--- config.mk ---
export PLATFORM = sky130hd
export DESIGN_NAME = seq_addsub_381bit
export DESIGN_NICKNAME = d
export VERILOG_FILES = /design/src/rtl/seq_addsub_381bit.sv
export SDC_FILE = /design/constraint.sdc
export NUM_CORES = 2
export LEC_CHECK = 0
export CORE_AREA = 3 3 449 451
export DETAILED_ROUTE_END_ITERATION = 16
export DIE_AREA = 0 0 452 454
export SYNTH_ARGS = -nofsm -noshare
export SYNTH_HDL_FRONTEND = slang
export SYNTH_SLANG_ARGS = --single-unit
--- constraint.sdc ---
create_clock -name clk -period 112 [get_ports clk]
set_input_delay 22.4 -clock clk [delete_from_list [all_inputs] [get_ports clk]]
set_output_delay 22.4 -clock clk [all_outputs]
set_load 0.05 [all_outputs]
--- src/rtl/seq_addsub_381bit.sv ---
// Multi-cycle 381-bit adder: one SLICE-wide carry-lookahead slice per cycle, valid/ready in and out.
// Optional subtract mode is enabled with `define SEQ_ADDSUB_SUB_EN (adds the op port).
module seq_addsub_381bit #(
  parameter int WIDTH = 381,
  parameter int SLICE = 32
) (
  input  logic             clk,
  input  logic             rst,
  input  logic             in_valid,
  output logic             in_ready,
  input  logic [WIDTH-1:0] a,
  input  logic [WIDTH-1:0] b,
  input  logic             cin,
`ifdef SEQ_ADDSUB_SUB_EN
  input  logic             op,
`endif
  output logic             out_valid,
  input  logic             out_ready,
  output logic [WIDTH-1:0] sum,
  output logic             cout,
  output logic             busy
);

  // state | meaning
  // IDLE  | waiting for operands, in_ready=1
  // RUN   | resolving slice k each cycle
  // DONE  | result held, out_valid=1 until out_ready

  localparam int NSLICE = (WIDTH + SLICE - 1) / SLICE;
  localparam int PW     = NSLICE * SLICE;
  localparam int NG     = SLICE / 4;
  localparam int KW     = (NSLICE > 1) ? $clog2(NSLICE) : 1;

  typedef enum logic [1:0] {IDLE, RUN, DONE} state_t;

  state_t            state;
  logic [KW-1:0]     k;
  logic              carry_reg;
  logic [PW-1:0]     a_sh;
  logic [PW-1:0]     b_sh;
  logic [PW-SLICE-1:0] acc;

  logic [WIDTH-1:0]  b_in;
  logic              c_in;

`ifdef SEQ_ADDSUB_SUB_EN
  assign b_in = op ? ~b : b;
  assign c_in = op | cin;
`else
  assign b_in = b;
  assign c_in = cin;
`endif

  logic [SLICE-1:0]  sp;
  logic [SLICE-1:0]  sg;
  logic [SLICE-1:0]  ss;
  logic              slice_co;

  assign sp = a_sh[SLICE-1:0] ^ b_sh[SLICE-1:0];
  assign sg = a_sh[SLICE-1:0] & b_sh[SLICE-1:0];

  // 4-bit lookahead groups; group carries chain from one group to the next
  for (genvar q = 0; q < NG; q++) begin : gen_grp
    logic       ci;
    logic [3:0] p4;
    logic [3:0] g4;
    logic [4:1] c;

    if (q == 0) begin : gen_first
      assign ci = carry_reg;
    end else begin : gen_next
      assign ci = gen_grp[q-1].c[4];
    end

    assign p4 = sp[4*q +: 4];
    assign g4 = sg[4*q +: 4];

    assign c[1] = g4[0] | (p4[0] & ci);
    assign c[2] = g4[1] | (p4[1] & g4[0]) | (p4[1] & p4[0] & ci);
    assign c[3] = g4[2] | (p4[2] & g4[1]) | (p4[2] & p4[1] & g4[0])
                | (p4[2] & p4[1] & p4[0] & ci);
    assign c[4] = g4[3] | (p4[3] & g4[2]) | (p4[3] & p4[2] & g4[1])
                | (p4[3] & p4[2] & p4[1] & g4[0]) | (&p4 & ci);

    assign ss[4*q +: 4] = p4 ^ {c[3:1], ci};
  end

  assign slice_co = gen_grp[NG-1].c[4];

  always_ff @(posedge clk or posedge rst) begin
    if (rst) begin
      state     <= IDLE;
      k         <= '0;
      carry_reg <= 1'b0;
      a_sh      <= '0;
      b_sh      <= '0;
      acc       <= '0;
      sum       <= '0;
      cout      <= 1'b0;
      in_ready  <= 1'b1;
      out_valid <= 1'b0;
      busy      <= 1'b0;
    end else begin
      case (state)
        IDLE: begin
          if (in_valid) begin
            a_sh      <= PW'(a);
            b_sh      <= PW'(b_in);
            carry_reg <= c_in;
            k         <= '0;
            in_ready  <= 1'b0;
            busy      <= 1'b1;
            state     <= RUN;
          end
        end
        RUN: begin
          a_sh      <= a_sh >> SLICE;
          b_sh      <= b_sh >> SLICE;
          acc       <= {ss, acc[PW-SLICE-1:SLICE]};
          carry_reg <= slice_co;
          k         <= k + KW'(1);
          if (k == KW'(NSLICE - 1)) begin
            // bit WIDTH of the padded sum is the carry out of bit WIDTH-1
            {cout, sum} <= (WIDTH + 1)'({slice_co, ss, acc});
            out_valid   <= 1'b1;
            state       <= DONE;
          end
        end
        DONE: begin
          if (out_ready) begin
            out_valid <= 1'b0;
            busy      <= 1'b0;
            in_ready  <= 1'b1;
            state     <= IDLE;
          end
        end
        default: state <= IDLE;
      endcase
    end
  end

endmodule

Yosys cells after proc, flatten, opt, wreduce, memory -nomap -nowiden
Index checks and enable logic that the tools add are counted.
Widths: inputs -> output; s select.
{ "word_totals": {"inputBits": 767, "word_cells": 265, "out_inout_bits": 385, "register_bits": 1512} }
{ "op_classes": {"n_eq_ne": 6, "n_addsub": 1, "bitwise_logic": 210, "n_reduce_logical": 17, "mux": 20} }
{ "ops": {"columns": ["operator", "n"], "rows": [
  ["$pmux 384 s2", 2],
  ["$mux 384", 2],
  ["$and 1x1->1", 120],
  ["$or 1x1->1", 80],
  ["$and 32x32->32", 1],
  ["$reduce_and 4->1", 8],
  ["$xor 32x32->32", 1],
  ["$xor 4x4->4", 8],
  ["$reduce_and 3->1", 3],
  ["$pmux 1 s2", 4],
  ["$pmux 4 s2", 1],
  ["$mux 1", 6],
  ["$mux 2", 3],
  ["$ne 2x2->1 const B", 3],
  ["$pmux 2 s3", 1],
  ["$reduce_bool 2->1", 3],
  ["$add 4x1->4 const B", 1],
  ["$eq 4x4->1 const B", 1],
  ["$mux 4", 1],
  ["$reduce_and 2->1", 2],
  ["$eq 2x1->1 const B", 1],
  ["$eq 2x2->1 const B", 1],
  ["$logic_not 2->1", 1]
]} }

Depth between registers and ports, before layout
{ "logic_depth": {"depth_word": 21, "mapped_depth": 11} }

Worst setup path after synthesis
No wires, ideal clock.
{ "synth_path": {"path_kind": "in2reg", "start": "input in_valid", "end": "register b_sh[100]", "path_slack_ns": 88.090, "setup_ns": 0.083, "arrival_time_ns": 23.828, "path_stages": 7, "cell_sequence": "clkbuf_1 -> nor2b_1 -> clkbuf_1 -> clkbuf_1 -> clkbuf_1 -> a21oi_1 -> o21ai_0"} }
{ "synth_via": {"elab_chain_len": 2} }
{ "synth_lines": {"columns": ["element", "line", "rtl"], "rows": [
  ["from (decl)", "9", "input logic in_valid,"],
  ["$ne 2x2->1 (no line)", null, null],
  ["$reduce_and 2->1 (no line)", null, null],
  ["to (signal assigned)", "108", "b_sh <= PW'(b_in);"],
  ["to (signal assigned)", "118", "b_sh <= b_sh >> SLICE;"],
  ["to (decl)", "40", "logic [PW-1:0] b_sh;"]
]} }
Every way passes these cells.
A chain may end at the register's enable or synchronous reset.

==> key figures <==
Run status
  • Status: finished with violations
  • Failing checks: max-slew violations

Detailed routing
  • DRC violations left: 0
  • Detail Route Antenna Nets: 0
  • Wire per inst: 24.0 µm
  • WL final: 262 mm
  • Via density: 5.25
  • Vias: 57400
  • 1st-iter DRT viols: 5674
  • 1st-pass router iterations: 6

Timing
  • Crit path time final: 26.91 ns
  • Final Skew: 0.0296 ns
  • Final setup viols: 0
  • Hold WS: 0.450 ns
  • Final Max Slew Viols: 198
  • Setup TNS: 0 ns
  • Final count of hold timing violations: 0
  • RSZ-0062 raised after global routing: false
  • Worst-Margin Slew: 1.84 ns
  • Final critical-path share of the clock period: 24.0%
  • Slew HR: -22.8%
  • Fmax: 37.2 MHz

Worst setup path
  • Crit end category: asynchronous set/reset pin
  • Critical Path Most Common Cell: buf_4
  • Worst Path Arrival: 27.69 ns
  • Crit path largest cell delay: 0.92 ns
  • Crit-path cells: clkdlybuf4s50_1 -> inv_8 -> buf_12 -> buf_4 -> buf_4 -> buf_12 -> buf_4
  • CP top delay family: buffers and inverters
  • Crit path launch type: input pin
  • Worst Path Buf+Inv: 7
  • CP max FO: 168
  • Crit path kind: in2async
  • Worst Path Required: 112.79 ns
  • Critical Path Slowest Stage Cell: buf_4

CTS
  • Clk_lat worst skew: 0.84 ns
  • Clock tree sinks: 1506
  • Post-CTS Setup Bufs: 0
  • Root Buffer: clkbuf_16
  • CTS tree: yes
  • CTS Hold Bufs: 0
  • CTS H-tree lvls: 4
  • Cts repair resizes: 0
  • Clock Pin Slew Worst Setup and Hold Paths: 0.06 ns
  • Max clock buf depth: 3
  • Total CTS buffers: 166

Floorplan
  • # IOs: 1152
  • Die extent in y: 454 µm
  • Core area: 0.198 mm²
  • Die Area: 0.205 mm²
  • Rows: 163
  • Initial cell density of the core: 33.5%
  • Die Width: 452 µm

Logic synthesis
  • Count leader, synth: nand2_1
  • Area contributors post-synth: dfrtp_1, nand2_1, o21ai_0
  • Avg Synthesized Cell Area: 9.08 µm²
  • YS warnings: 0
  • Synth Register Bits: 1506
  • Mapped Area: 0.0661 mm²
  • Number of synthesized flops with an enable pin: 0
  • Asr flop ratio synth: 100%
  • Yosys top cell area share: 57.0%
  • Syn_nets: 8089
  • Cell taking the most area after synthesis: dfrtp_1
  • Synth unique cells: 51
  • Commonest cells post-synth: nand2_1, dfrtp_1, o21ai_0
  • Sequential area share after synthesis: 57.0%
  • Post-synthesis cell count: 7281
  • Ys flop type: dfrtp_1

Placement
  • IO Port Bufs: 1151
  • Placed cell area: 0.0795 mm²
  • Routability congestion estimate: 0.905
  • Placed cell count: 10600
  • Hpwl dp: 183 mm

Layout
  • Finished layout cell area: 0.0851 mm²
  • Number of fillers in the final layout: 19200
  • Cell Count, Final, Fillers Out: 10900
  • Area added between synthesis and finish: 28.8%
  • Nets: 8903
  • Layout cells sized above 1: 3.99%
  • Top Registers: a_sh (381), b_sh (381), sum (381)

Global route
  • GR Overflow Total: 0
  • Vias in the first global route: 56200
  • Initial antenna violation count: 121
  • Gr usage total: 24.6%
  • First-pass GRT wire length: 380 mm
  • Largest net degree at the start of global routing: 266

Power and ir drop
  • Sw power: 1.03 mW
  • Sw Share: 42.5%
  • PwrDens: 28.4 mW/mm²
  • Tot Pwr: 2.42 mW
  • Worst vdd ir: 0.0158 mV
  • Leakage: 38.4 nW
  • Flop pwr share: 39.8%
  • Internal power: 1.39 mW
  • Combinational Power Share: 37.1%
  • Clock power share: 23.0%

Job
  • Max-cap viol count: 0

Min path
  • HP Class: reg2reg
-- worst paths after layout --
check                       endpoint     start  slack [ns]  depth (start not counted)
hold / removal               sum[12]   acc[12]        0.45                          2
hold reg to reg              sum[12]   acc[12]        0.45                          2
setup reg to reg              sum[0]  state[1]      105.96                          9
min in group asynchronous   a_sh[85]       rst       22.07                          2
max in group clk           a_sh[107]  in_valid       86.43                          7
setup / recovery            b_sh[67]       rst       85.09                          7
-- layer usage --
layer	wire [µm]	track usage (%)	vias up	share of wire (%)
li1	-	-	26200	-
met1	98900	29.0	28500	38
met2	130000	40.7	2084	50
met3	16600	5.27	534	6.3
met4	16500	16.1	48	6.3
met5	372	0	-	0.14
-- logic make-up (layout without fill, tap and decap cells) --
kind of cell    Yosys count  count (layout)  share of synthesized area [%]
compound gates         2043            2043                           18.2
xor+xnor                 18              18                          0.238
fa+ha+maj                41              41                          0.867
buf+inv                 580            1520                           3.29
flops                  1506            1506                           57.0
mux                       2               2                         0.0341
other cells               0              76                              0
simple gates           3091            3091                           20.3
-- layout by cell type (no fill, tap or decap), drive strengths merged, types with 15 or more instances in the layout --
cell type	n
a22oi	470
clkdlybuf4s50	1150
xnor2	15
a22o	65
clkinv	25
clkbuf	251
diode	76
dfrtp	1505
nor2	21
a21oi	494
and2	230
nand2	2340
buf	62
ha	33
a31oi	229
o21ai	747
nor2b	469
inv	23
-- layout make-up --
class	count	area, µm²	share of cell area (%)
Sequential cell	1506	37700	44.3
Multi-Input combinational cell	5195	26300	30.9
Timing Repair Buffer	1212	12100	14.3
Clock buffer	251	4830	5.68
Tap cell	2640	3300	3.88
Clock inverter	43	622	0.730
Antenna cell	76	190	0.223
Inverter	14	67.6	0.0794
-- through the flow --
stage | setup WS [ns] | utilization, %
2_1_floorplan | 47.12 | -
3_3_place_gp | 84.06 | 40.2
3_5_place_dp | 84.02 | 40.2
4_1_cts | 84.92 | 43.0
5_1_grt | 84.35 | 43.1
6_report | 85.09 | 43.1
-- worst reg2reg max path: cells and delay by family, from the launching register on --
| family | cells | cell delay (ns) |
|---|---|---|
| flops | 1 | 0.73 |
| buf+inv | 5 | 4.04 |
| simple gates | 4 | 1.20 |
-- power by group through the flow --
stage	combinational [mW]	clock, mW	sequential [mW]
final	0.897	0.556	0.962
after global placement	0.887	0	0.965
after CTS	0.905	0.566	0.964
after detailed placement	0.902	0	0.972
after floorplan	0.420	0	1.07
after global routing	0.979	0.588	0.987
Power figures use the tool's default switching activity.
